===== src/rtl/task_fifo_bank_if.sv =====
// task_fifo_bank_if
// Bundles the task ingress handshake and the per-level dequeue bus of the
// task FIFO bank.
//   slave  : the FIFO bank side (receives tasks and pops, drives FIFO outputs)
//   master : the producer/distributor side
// Signals:
//   i_task_valid/o_task_ready           ingress handshake
//   i_task_level/type/treeId/data       ingress task fields
//   i_pop_TaskFIFO[LEVEL]               per-level dequeue request
//   o_TaskFIFO_data[LEVEL]              dequeued entry {type, treeId, data}
//   o_TaskFIFO_empty[LEVEL]             per-level empty
//   o_fifo_count[LEVEL]                 per-level occupancy
//   o_level_err                         sticky illegal-level flag
//   o_fifo_hwm[LEVEL]                   high-water mark (only with TASK_FIFO_HWM_EN)
interface task_fifo_bank_if #(
    parameter int PTW      = 16,
    parameter int LEVEL    = 4,
    parameter int TREE_NUM = 4,
    parameter int DEPTH    = 8
);
    localparam int TREE_NUM_BITS = (TREE_NUM > 1) ? $clog2(TREE_NUM) : 1;
    localparam int LVL_BITS      = (LEVEL > 1) ? $clog2(LEVEL) : 1;
    localparam int CNT_W         = $clog2(DEPTH + 1);
    localparam int ENT_W         = PTW + TREE_NUM_BITS + 1;

    logic                             i_task_valid;
    logic                             o_task_ready;
    logic [LVL_BITS-1:0]              i_task_level;
    logic                             i_task_type;
    logic [TREE_NUM_BITS-1:0]         i_task_treeId;
    logic [PTW-1:0]                   i_task_data;
    logic [LEVEL-1:0]                 i_pop_TaskFIFO;
    logic [LEVEL-1:0][ENT_W-1:0]      o_TaskFIFO_data;
    logic [LEVEL-1:0]                 o_TaskFIFO_empty;
    logic [LEVEL-1:0][CNT_W-1:0]      o_fifo_count;
    logic                             o_level_err;
`ifdef TASK_FIFO_HWM_EN
    logic [LEVEL-1:0][CNT_W-1:0]      o_fifo_hwm;
`endif

    modport slave (
        input  i_task_valid, i_task_level, i_task_type, i_task_treeId, i_task_data,
        input  i_pop_TaskFIFO,
        output o_task_ready, o_TaskFIFO_data, o_TaskFIFO_empty, o_fifo_count,
`ifdef TASK_FIFO_HWM_EN
        output o_fifo_hwm,
`endif
        output o_level_err
    );

    modport master (
        output i_task_valid, i_task_level, i_task_type, i_task_treeId, i_task_data,
        output i_pop_TaskFIFO,
        input  o_task_ready, o_TaskFIFO_data, o_TaskFIFO_empty, o_fifo_count,
`ifdef TASK_FIFO_HWM_EN
        input  o_fifo_hwm,
`endif
        input  o_level_err
    );
endinterface


===== src/rtl/task_fifo_bank.sv =====
// task_fifo_bank
// One task FIFO per RPU level. Ingress tasks are steered to the FIFO named by
// their level; each level is dequeued independently by the task distributor
// with a one-cycle registered read.
// Ports:
//   i_clk      rising-edge clock
//   i_arst_n   asynchronous active-low reset
//   bus        task_fifo_bank_if.slave (ingress handshake, pops, FIFO outputs)
// Optional feature: define TASK_FIFO_HWM_EN to add per-level high-water marks
// on bus.o_fifo_hwm.
module task_fifo_bank #(
    parameter int PTW      = 16,
    parameter int LEVEL    = 4,
    parameter int TREE_NUM = 4,
    parameter int DEPTH    = 8
) (
    input  logic                i_clk,
    input  logic                i_arst_n,
    task_fifo_bank_if.slave     bus
);
    localparam int TREE_NUM_BITS = (TREE_NUM > 1) ? $clog2(TREE_NUM) : 1;
    localparam int LVL_BITS      = (LEVEL > 1) ? $clog2(LEVEL) : 1;
    localparam int PTR_W         = $clog2(DEPTH);
    localparam int CNT_W         = $clog2(DEPTH + 1);
    localparam int ENT_W         = PTW + TREE_NUM_BITS + 1;

    logic [ENT_W-1:0]             mem_r [LEVEL][DEPTH];
    logic [LEVEL-1:0][PTR_W-1:0]  wrPtr_r;
    logic [LEVEL-1:0][PTR_W-1:0]  rdPtr_r;
    logic [LEVEL-1:0][CNT_W-1:0]  count_r;
    logic [LEVEL-1:0]             empty_r;
    logic [LEVEL-1:0][ENT_W-1:0]  dataOut_r;
    logic                         levelErr_r;

    logic [LEVEL-1:0]             full_s;
    logic [LEVEL-1:0]             wrEn_s;
    logic [LEVEL-1:0]             popEn_s;
    logic [LEVEL-1:0][CNT_W-1:0]  cntNext_s;
    logic                         levelLegal_s;
    logic                         levelReady_s;
    logic                         ready_s;
    logic                         accept_s;
    logic [ENT_W-1:0]             wrEntry_s;

    // Per-level full flags and the ingress ready for the addressed level
    always_comb begin
        levelLegal_s = 1'b0;
        levelReady_s = 1'b1;  // illegal levels are always accepted (and dropped)
        for (int i = 0; i < LEVEL; i++) begin
            full_s[i] = (count_r[i] == CNT_W'(DEPTH));
            if (bus.i_task_level == LVL_BITS'(i)) begin
                levelLegal_s = 1'b1;
                levelReady_s = ~full_s[i];
            end else begin
                levelLegal_s = levelLegal_s;
                levelReady_s = levelReady_s;
            end
        end
        // ready is held low while reset is applied
        ready_s  = i_arst_n & levelReady_s;
        accept_s = bus.i_task_valid & ready_s;
    end

    // Write/pop enables, next counts and the entry to store
    always_comb begin
        // pop tasks carry no payload; their data field is stored as zero
        if (bus.i_task_type) begin
            wrEntry_s = {bus.i_task_type, bus.i_task_treeId, bus.i_task_data};
        end else begin
            wrEntry_s = {bus.i_task_type, bus.i_task_treeId, {PTW{1'b0}}};
        end
        for (int i = 0; i < LEVEL; i++) begin
            wrEn_s[i]    = accept_s & levelLegal_s & (bus.i_task_level == LVL_BITS'(i));
            // pops use registered emptiness, so a same-cycle write to an
            // empty level cannot be read out in that cycle
            popEn_s[i]   = bus.i_pop_TaskFIFO[i] & ~empty_r[i];
            cntNext_s[i] = count_r[i] + CNT_W'(wrEn_s[i]) - CNT_W'(popEn_s[i]);
        end
    end

    // Pointers, counts, empty flags, read data and the sticky level error
    always_ff @(posedge i_clk or negedge i_arst_n) begin
        if (!i_arst_n) begin
            wrPtr_r    <= '0;
            rdPtr_r    <= '0;
            count_r    <= '0;
            empty_r    <= '1;
            dataOut_r  <= '0;
            levelErr_r <= 1'b0;
        end else begin
            for (int i = 0; i < LEVEL; i++) begin
                if (wrEn_s[i]) begin
                    wrPtr_r[i] <= wrPtr_r[i] + PTR_W'(1);
                end else begin
                    wrPtr_r[i] <= wrPtr_r[i];
                end
                if (popEn_s[i]) begin
                    rdPtr_r[i]   <= rdPtr_r[i] + PTR_W'(1);
                    dataOut_r[i] <= mem_r[i][rdPtr_r[i]];
                end else begin
                    rdPtr_r[i]   <= rdPtr_r[i];
                    dataOut_r[i] <= dataOut_r[i];
                end
                count_r[i] <= cntNext_s[i];
                empty_r[i] <= (cntNext_s[i] == CNT_W'(0));
            end
            if (accept_s && !levelLegal_s) begin
                levelErr_r <= 1'b1;
            end else begin
                levelErr_r <= levelErr_r;
            end
        end
    end

    // Entry storage; contents need no reset because pointers/counts guard reads
    always_ff @(posedge i_clk) begin
        for (int i = 0; i < LEVEL; i++) begin
            if (wrEn_s[i]) begin
                mem_r[i][wrPtr_r[i]] <= wrEntry_s;
            end
        end
    end

`ifdef TASK_FIFO_HWM_EN
    logic [LEVEL-1:0][CNT_W-1:0] hwm_r;

    // High-water mark trails the registered count by one cycle
    always_ff @(posedge i_clk or negedge i_arst_n) begin
        if (!i_arst_n) begin
            hwm_r <= '0;
        end else begin
            for (int i = 0; i < LEVEL; i++) begin
                if (count_r[i] > hwm_r[i]) begin
                    hwm_r[i] <= count_r[i];
                end else begin
                    hwm_r[i] <= hwm_r[i];
                end
            end
        end
    end

    assign bus.o_fifo_hwm = hwm_r;
`endif

    assign bus.o_task_ready     = ready_s;
    assign bus.o_TaskFIFO_data  = dataOut_r;
    assign bus.o_TaskFIFO_empty = empty_r;
    assign bus.o_fifo_count     = count_r;
    assign bus.o_level_err      = levelErr_r;
endmodule


===== src/flat_wrapper.sv =====
// flat-port wrapper written by rule: the top's interface ports become plain ports
module task_fifo_bank_flat 
#(
    parameter int PTW      = 16,
    parameter int LEVEL    = 4,
    parameter int TREE_NUM = 4,
    parameter int DEPTH    = 8
)
  (i_clk, i_arst_n, bus_i_task_valid, bus_i_task_level, bus_i_task_type, bus_i_task_treeId, bus_i_task_data, bus_i_pop_TaskFIFO, bus_o_task_ready, bus_o_TaskFIFO_data, bus_o_TaskFIFO_empty, bus_o_fifo_count, bus_o_level_err);
  task_fifo_bank_if #(.PTW(PTW), .LEVEL(LEVEL), .TREE_NUM(TREE_NUM), .DEPTH(DEPTH)) bus_i ();
  input  logic i_clk;
  input  logic i_arst_n;
  input wire logic [$bits(bus_i.i_task_valid)-1:0] bus_i_task_valid;
  input wire logic [$bits(bus_i.i_task_level)-1:0] bus_i_task_level;
  input wire logic [$bits(bus_i.i_task_type)-1:0] bus_i_task_type;
  input wire logic [$bits(bus_i.i_task_treeId)-1:0] bus_i_task_treeId;
  input wire logic [$bits(bus_i.i_task_data)-1:0] bus_i_task_data;
  input wire logic [$bits(bus_i.i_pop_TaskFIFO)-1:0] bus_i_pop_TaskFIFO;
  output wire logic [$bits(bus_i.o_task_ready)-1:0] bus_o_task_ready;
  output wire logic [$bits(bus_i.o_TaskFIFO_data)-1:0] bus_o_TaskFIFO_data;
  output wire logic [$bits(bus_i.o_TaskFIFO_empty)-1:0] bus_o_TaskFIFO_empty;
  output wire logic [$bits(bus_i.o_fifo_count)-1:0] bus_o_fifo_count;
  output wire logic [$bits(bus_i.o_level_err)-1:0] bus_o_level_err;
  assign bus_i.i_task_valid = bus_i_task_valid;
  assign bus_i.i_task_level = bus_i_task_level;
  assign bus_i.i_task_type = bus_i_task_type;
  assign bus_i.i_task_treeId = bus_i_task_treeId;
  assign bus_i.i_task_data = bus_i_task_data;
  assign bus_i.i_pop_TaskFIFO = bus_i_pop_TaskFIFO;
  assign bus_o_task_ready = bus_i.o_task_ready;
  assign bus_o_TaskFIFO_data = bus_i.o_TaskFIFO_data;
  assign bus_o_TaskFIFO_empty = bus_i.o_TaskFIFO_empty;
  assign bus_o_fifo_count = bus_i.o_fifo_count;
  assign bus_o_level_err = bus_i.o_level_err;
  task_fifo_bank #(.PTW(PTW), .LEVEL(LEVEL), .TREE_NUM(TREE_NUM), .DEPTH(DEPTH)) u_core (.i_clk(i_clk), .i_arst_n(i_arst_n), .bus(bus_i));
endmodule

===== config.mk =====
export PLATFORM = sky130hd
export DESIGN_NAME = task_fifo_bank_flat
export DESIGN_NICKNAME = d
export VERILOG_FILES = /design/src/rtl/task_fifo_bank_if.sv /design/src/rtl/task_fifo_bank.sv /design/src/flat_wrapper.sv
export SDC_FILE = /design/constraint.sdc
export NUM_CORES = 1
export LEC_CHECK = 0
export CORE_AREA = 2 2 229 231
export CTS_BUF_LIST = sky130_fd_sc_hd__clkbuf_2 sky130_fd_sc_hd__clkbuf_4 sky130_fd_sc_hd__clkbuf_8
export DETAILED_ROUTE_END_ITERATION = 8
export DIE_AREA = 0 0 231 233
export GPL_ROUTABILITY_DRIVEN = 1
export HOLD_SLACK_MARGIN = 0.05
export PLACE_DENSITY = 0.81
export REMOVE_ABC_BUFFERS = 1
export SYNTH_ARGS = -nofsm -noshare
export SYNTH_HDL_FRONTEND = slang
export SYNTH_SLANG_ARGS = --single-unit

===== constraint.sdc =====
create_clock -name i_clk -period 5.9 [get_ports i_clk]
set_input_delay 1.18 -clock i_clk [delete_from_list [all_inputs] [get_ports i_clk]]
set_output_delay 1.18 -clock i_clk [all_outputs]
set_load 0.01 [all_outputs]

==> key figures <==
STA
  • Period utilization: 0.743
  • Fin Clk Skew: 0.0251 ns
  • Slew HR: 0.0755
  • Worst hold margin: 0.373 ns
  • Setup violations, final: 0
  • Fin. max-slew vios: 0
  • Final total negative setup slack: 0 ns
  • Fin. Hold Viols: 0
  • RSZ-0062 raised after global routing: false
  • Max Fclk: 0.228 GHz
  • Worst-Margin Slew: 1.39 ns
  • Min cycle time layout: 4.38 ns

Setup path
  • Cells on worst reg2reg path: 6
  • Endpoint type of the worst setup path: output port
  • WS Path Type: input pin to output port
  • Startpoint types: input pin
  • Crit-path max FO: 7
  • Worst path arrival time: 3.20 ns
  • Worst Path Required: 4.72 ns

Flow run
  • Max Cap Viol: 0

Yosys
  • Synth cell types: 42
  • Sequential area share after synthesis: 0.761
  • Xor and xnor fraction of the mapped netlist area: 0.00752
  • Post-synthesis mux area share: 0.151
  • Mapped cell area: 28000 um^2
  • Syn Area/Cell: 20.2 um^2
  • Yosys warning total: 0
  • Post-Synth Adder-Cell Area: 0.0154
  • Post-Synth Simple-Gate Area: 0.0334
  • EDFF count, synth: 608
  • Synth Area in Compound Gates: 0.0164
  • Dominant synthesized flop cell: edfxtp_1
  • Mapped Cells: 1381
  • Async SR Flop Fraction: 0.166
  • Main combinational cell family by area after synthesis: multiplexers
  • Yosys reg bits: 729

Cells and area
  • Final net count: 1667
  • Fill cell count: 3410
  • Multi-input logic area: 6340 um^2
  • FF+latch area: 21300 um^2
  • Layout area overhead: 16.0%
  • Layout cell share with drive strength beyond 1: 0.242

Clock tree
  • H-Tree Depth: 3
  • Hold-fix buffers, CTS: 0
  • Quantity of gates resized following cts: 0
  • Post-CTS Setup Inserts: 0
  • Reg clk slew, reported paths: 0.06 ns
  • Worst-skew pair later-pin latency: 0.69 ns
  • CTS sink cnt: 729
  • CTS root buf: clkbuf_8
  • CTS max path bufs: 3
  • TritonCTS clock tree: yes
  • TritonCTS Buffers: 109

Global route
  • Initial antenna violation count: 3
  • Met3 Track Usage GR: 0.0463
  • GR Util met1: 0.301
  • Vias in the first global route: 14400
  • Largest net degree at the start of global routing: 62
  • Total track usage: 0.217
  • First-pass GRT wire length: 86000 um
  • Grt peak-use layer: met2
  • GRT Residual Overflow: 0
  • Met2 Usage GRT: 0.343

Drt
  • Average routed wire per standard cell: 23.6 um
  • Detailed Routing Iterations Pass 1: 5
  • Via Count: 13600
  • DR iter-0 viols: 1160
  • Detailed-route DRC error count: 0
  • Vias per cell: 5.71
  • Total Routed Length: 56300 um
  • ANT nets after route: 0

Floorplanning
  • Die W: 231 um
  • Core area: 51100 um^2
  • Rows: 83
  • Num ports: 126
  • Area of the die: 53800 um^2
  • Initial Utilization: 0.547
  • Die height: 233 um

Placed design
  • IO Port Bufs: 125
  • RD Place Congestion: 0.770
  • Post-DP HPWL: 32900 um

Pwr
  • Leakage: 11.3 nW
  • Max VDD drop: 0.255 mV
  • P per Cell Area: 449 nW/um^2

Min path
  • Hold crit path type: input pin to asynchronous set/reset pin

Outcome
  • Status: completed
[sequential cells by signal, summed over array words and instances (netlist names)]
signal	count
u_core.bus.o_fifo_count	16
u_core.bus.o_level_err	1
u_core.mem_r	608
u_core.rdPtr_r	12
u_core.bus.o_TaskFIFO_data	76
u_core.wrPtr_r	12
u_core.bus.o_TaskFIFO_empty	4
[layout make-up]
type / count / area share
antenna: 1 / 0.0000771
clock buffer: 151 / 0.0583
clock inverter: 54 / 0.00914
inverter: 33 / 0.00382
multi-input combinational: 557 / 0.195
sequential: 729 / 0.657
tap: 680 / 0.0262
timing repair buffer: 177 / 0.0505
[stage by stage]
stage	setup slack (ns)	cells	total power, mW	util	area [um^2]
CTS	1.55	2381	14.7	0.635	32400
detailed placement	1.57	2176	10.7	0.592	30200
floorplan	1.58	1319	9.07	-	27700
global route	1.42	2381	15.3	0.635	32400
global placement	1.60	2176	10.6	0.592	30200
finish	1.52	2382	14.5	0.635	32400
[synthesized netlist by cell type, types with 6 or more instances]
master | instances | share of area
mux4_2 | 152 | 0.12
nand2_1 | 97 | 0.013
dfrtp_1 | 117 | 0.10
mux2i_1 | 76 | 0.027
nor2_1 | 16 | 0.0021
xnor2_1 | 20 | 0.0063
nor4_1 | 6 | 0.0013
and2_1 | 17 | 0.0038
ha_1 | 28 | 0.013
edfxtp_1 | 608 | 0.65
inv_1 | 33 | 0.0044
buf_1 | 6 | 0.00081
nand2b_1 | 9 | 0.0020
clkbuf_1 | 30 | 0.0040
buf_2 | 18 | 0.0032
buf_4 | 8 | 0.0021
o21ai_0 | 76 | 0.014
[final timing paths]
check	start	end	slack (ns)
max in group asynchronous	i_arst_n	u_core.rdPtr_r[9]	4.39
hold reg to reg	u_core.bus.o_level_err	u_core.bus.o_level_err	0.38
setup / recovery	bus_i_task_level[0]	bus_o_task_ready	1.52
setup reg to reg	u_core.bus.o_fifo_count[6]	u_core.mem_r[3][12]	3.13
hold / removal	i_arst_n	u_core.bus.o_TaskFIFO_data[14]	0.37
min in group i_clk	u_core.bus.o_level_err	u_core.bus.o_level_err	0.38
[critical path, cell delays in order]
cell and delay (ns):
clkdlybuf4s50_1 0.60, and2b_1 0.25, nand4_1 0.15, and2_1 0.19, and3_1 0.25, clkdlybuf4s50_1 0.58
[cell usage in the layout, fill, tap and decap left out, types with 9 or more instances in the layout]
| cell | n |
|---|---|
| buf_4 | 52 |
| clkbuf_4 | 30 |
| mux2i_1 | 76 |
| ha_1 | 28 |
| inv_1 | 33 |
| clkdlybuf4s50_1 | 123 |
| and2_1 | 17 |
| clkbuf_8 | 121 |
| mux4_2 | 152 |
| edfxtp_1 | 608 |
| dfrtp_1 | 113 |
| nor2_1 | 16 |
| o21ai_0 | 76 |
| clkinv_1 | 28 |
| nand2b_1 | 9 |
| xnor2_1 | 20 |
| clkinv_2 | 20 |
| nand2_1 | 97 |
[logic make-up (layout without fill, tap and decap cells)]
kind of cell / count (synthesis) / count (layout)
buffers and inverters: 95 / 415
AOI/OAI and AO/OA: 85 / 85
muxes: 232 / 232
DFF: 729 / 729
and+or+nand+nor: 184 / 184
other: 0 / 1
adders and majority gates: 32 / 32
xor gates and xnor gates: 24 / 24
[power breakdown]
part           switching [mW]  leakage (nW)  internal [mW]
Clock                    1.86          1.16           2.16
Combinational            1.97          3.16           2.08
Sequential              0.388          7.00           6.09
Total                    4.22          11.3           10.3
[per-layer routing]
metal / routed length (um) / vias to the layer above
li1: - / 5955
met1: 23400 / 7038
met2: 27400 / 501
met3: 4040 / 92
met4: 1450 / 4
met5: 25 / -
Power figures use the tool's default switching activity.
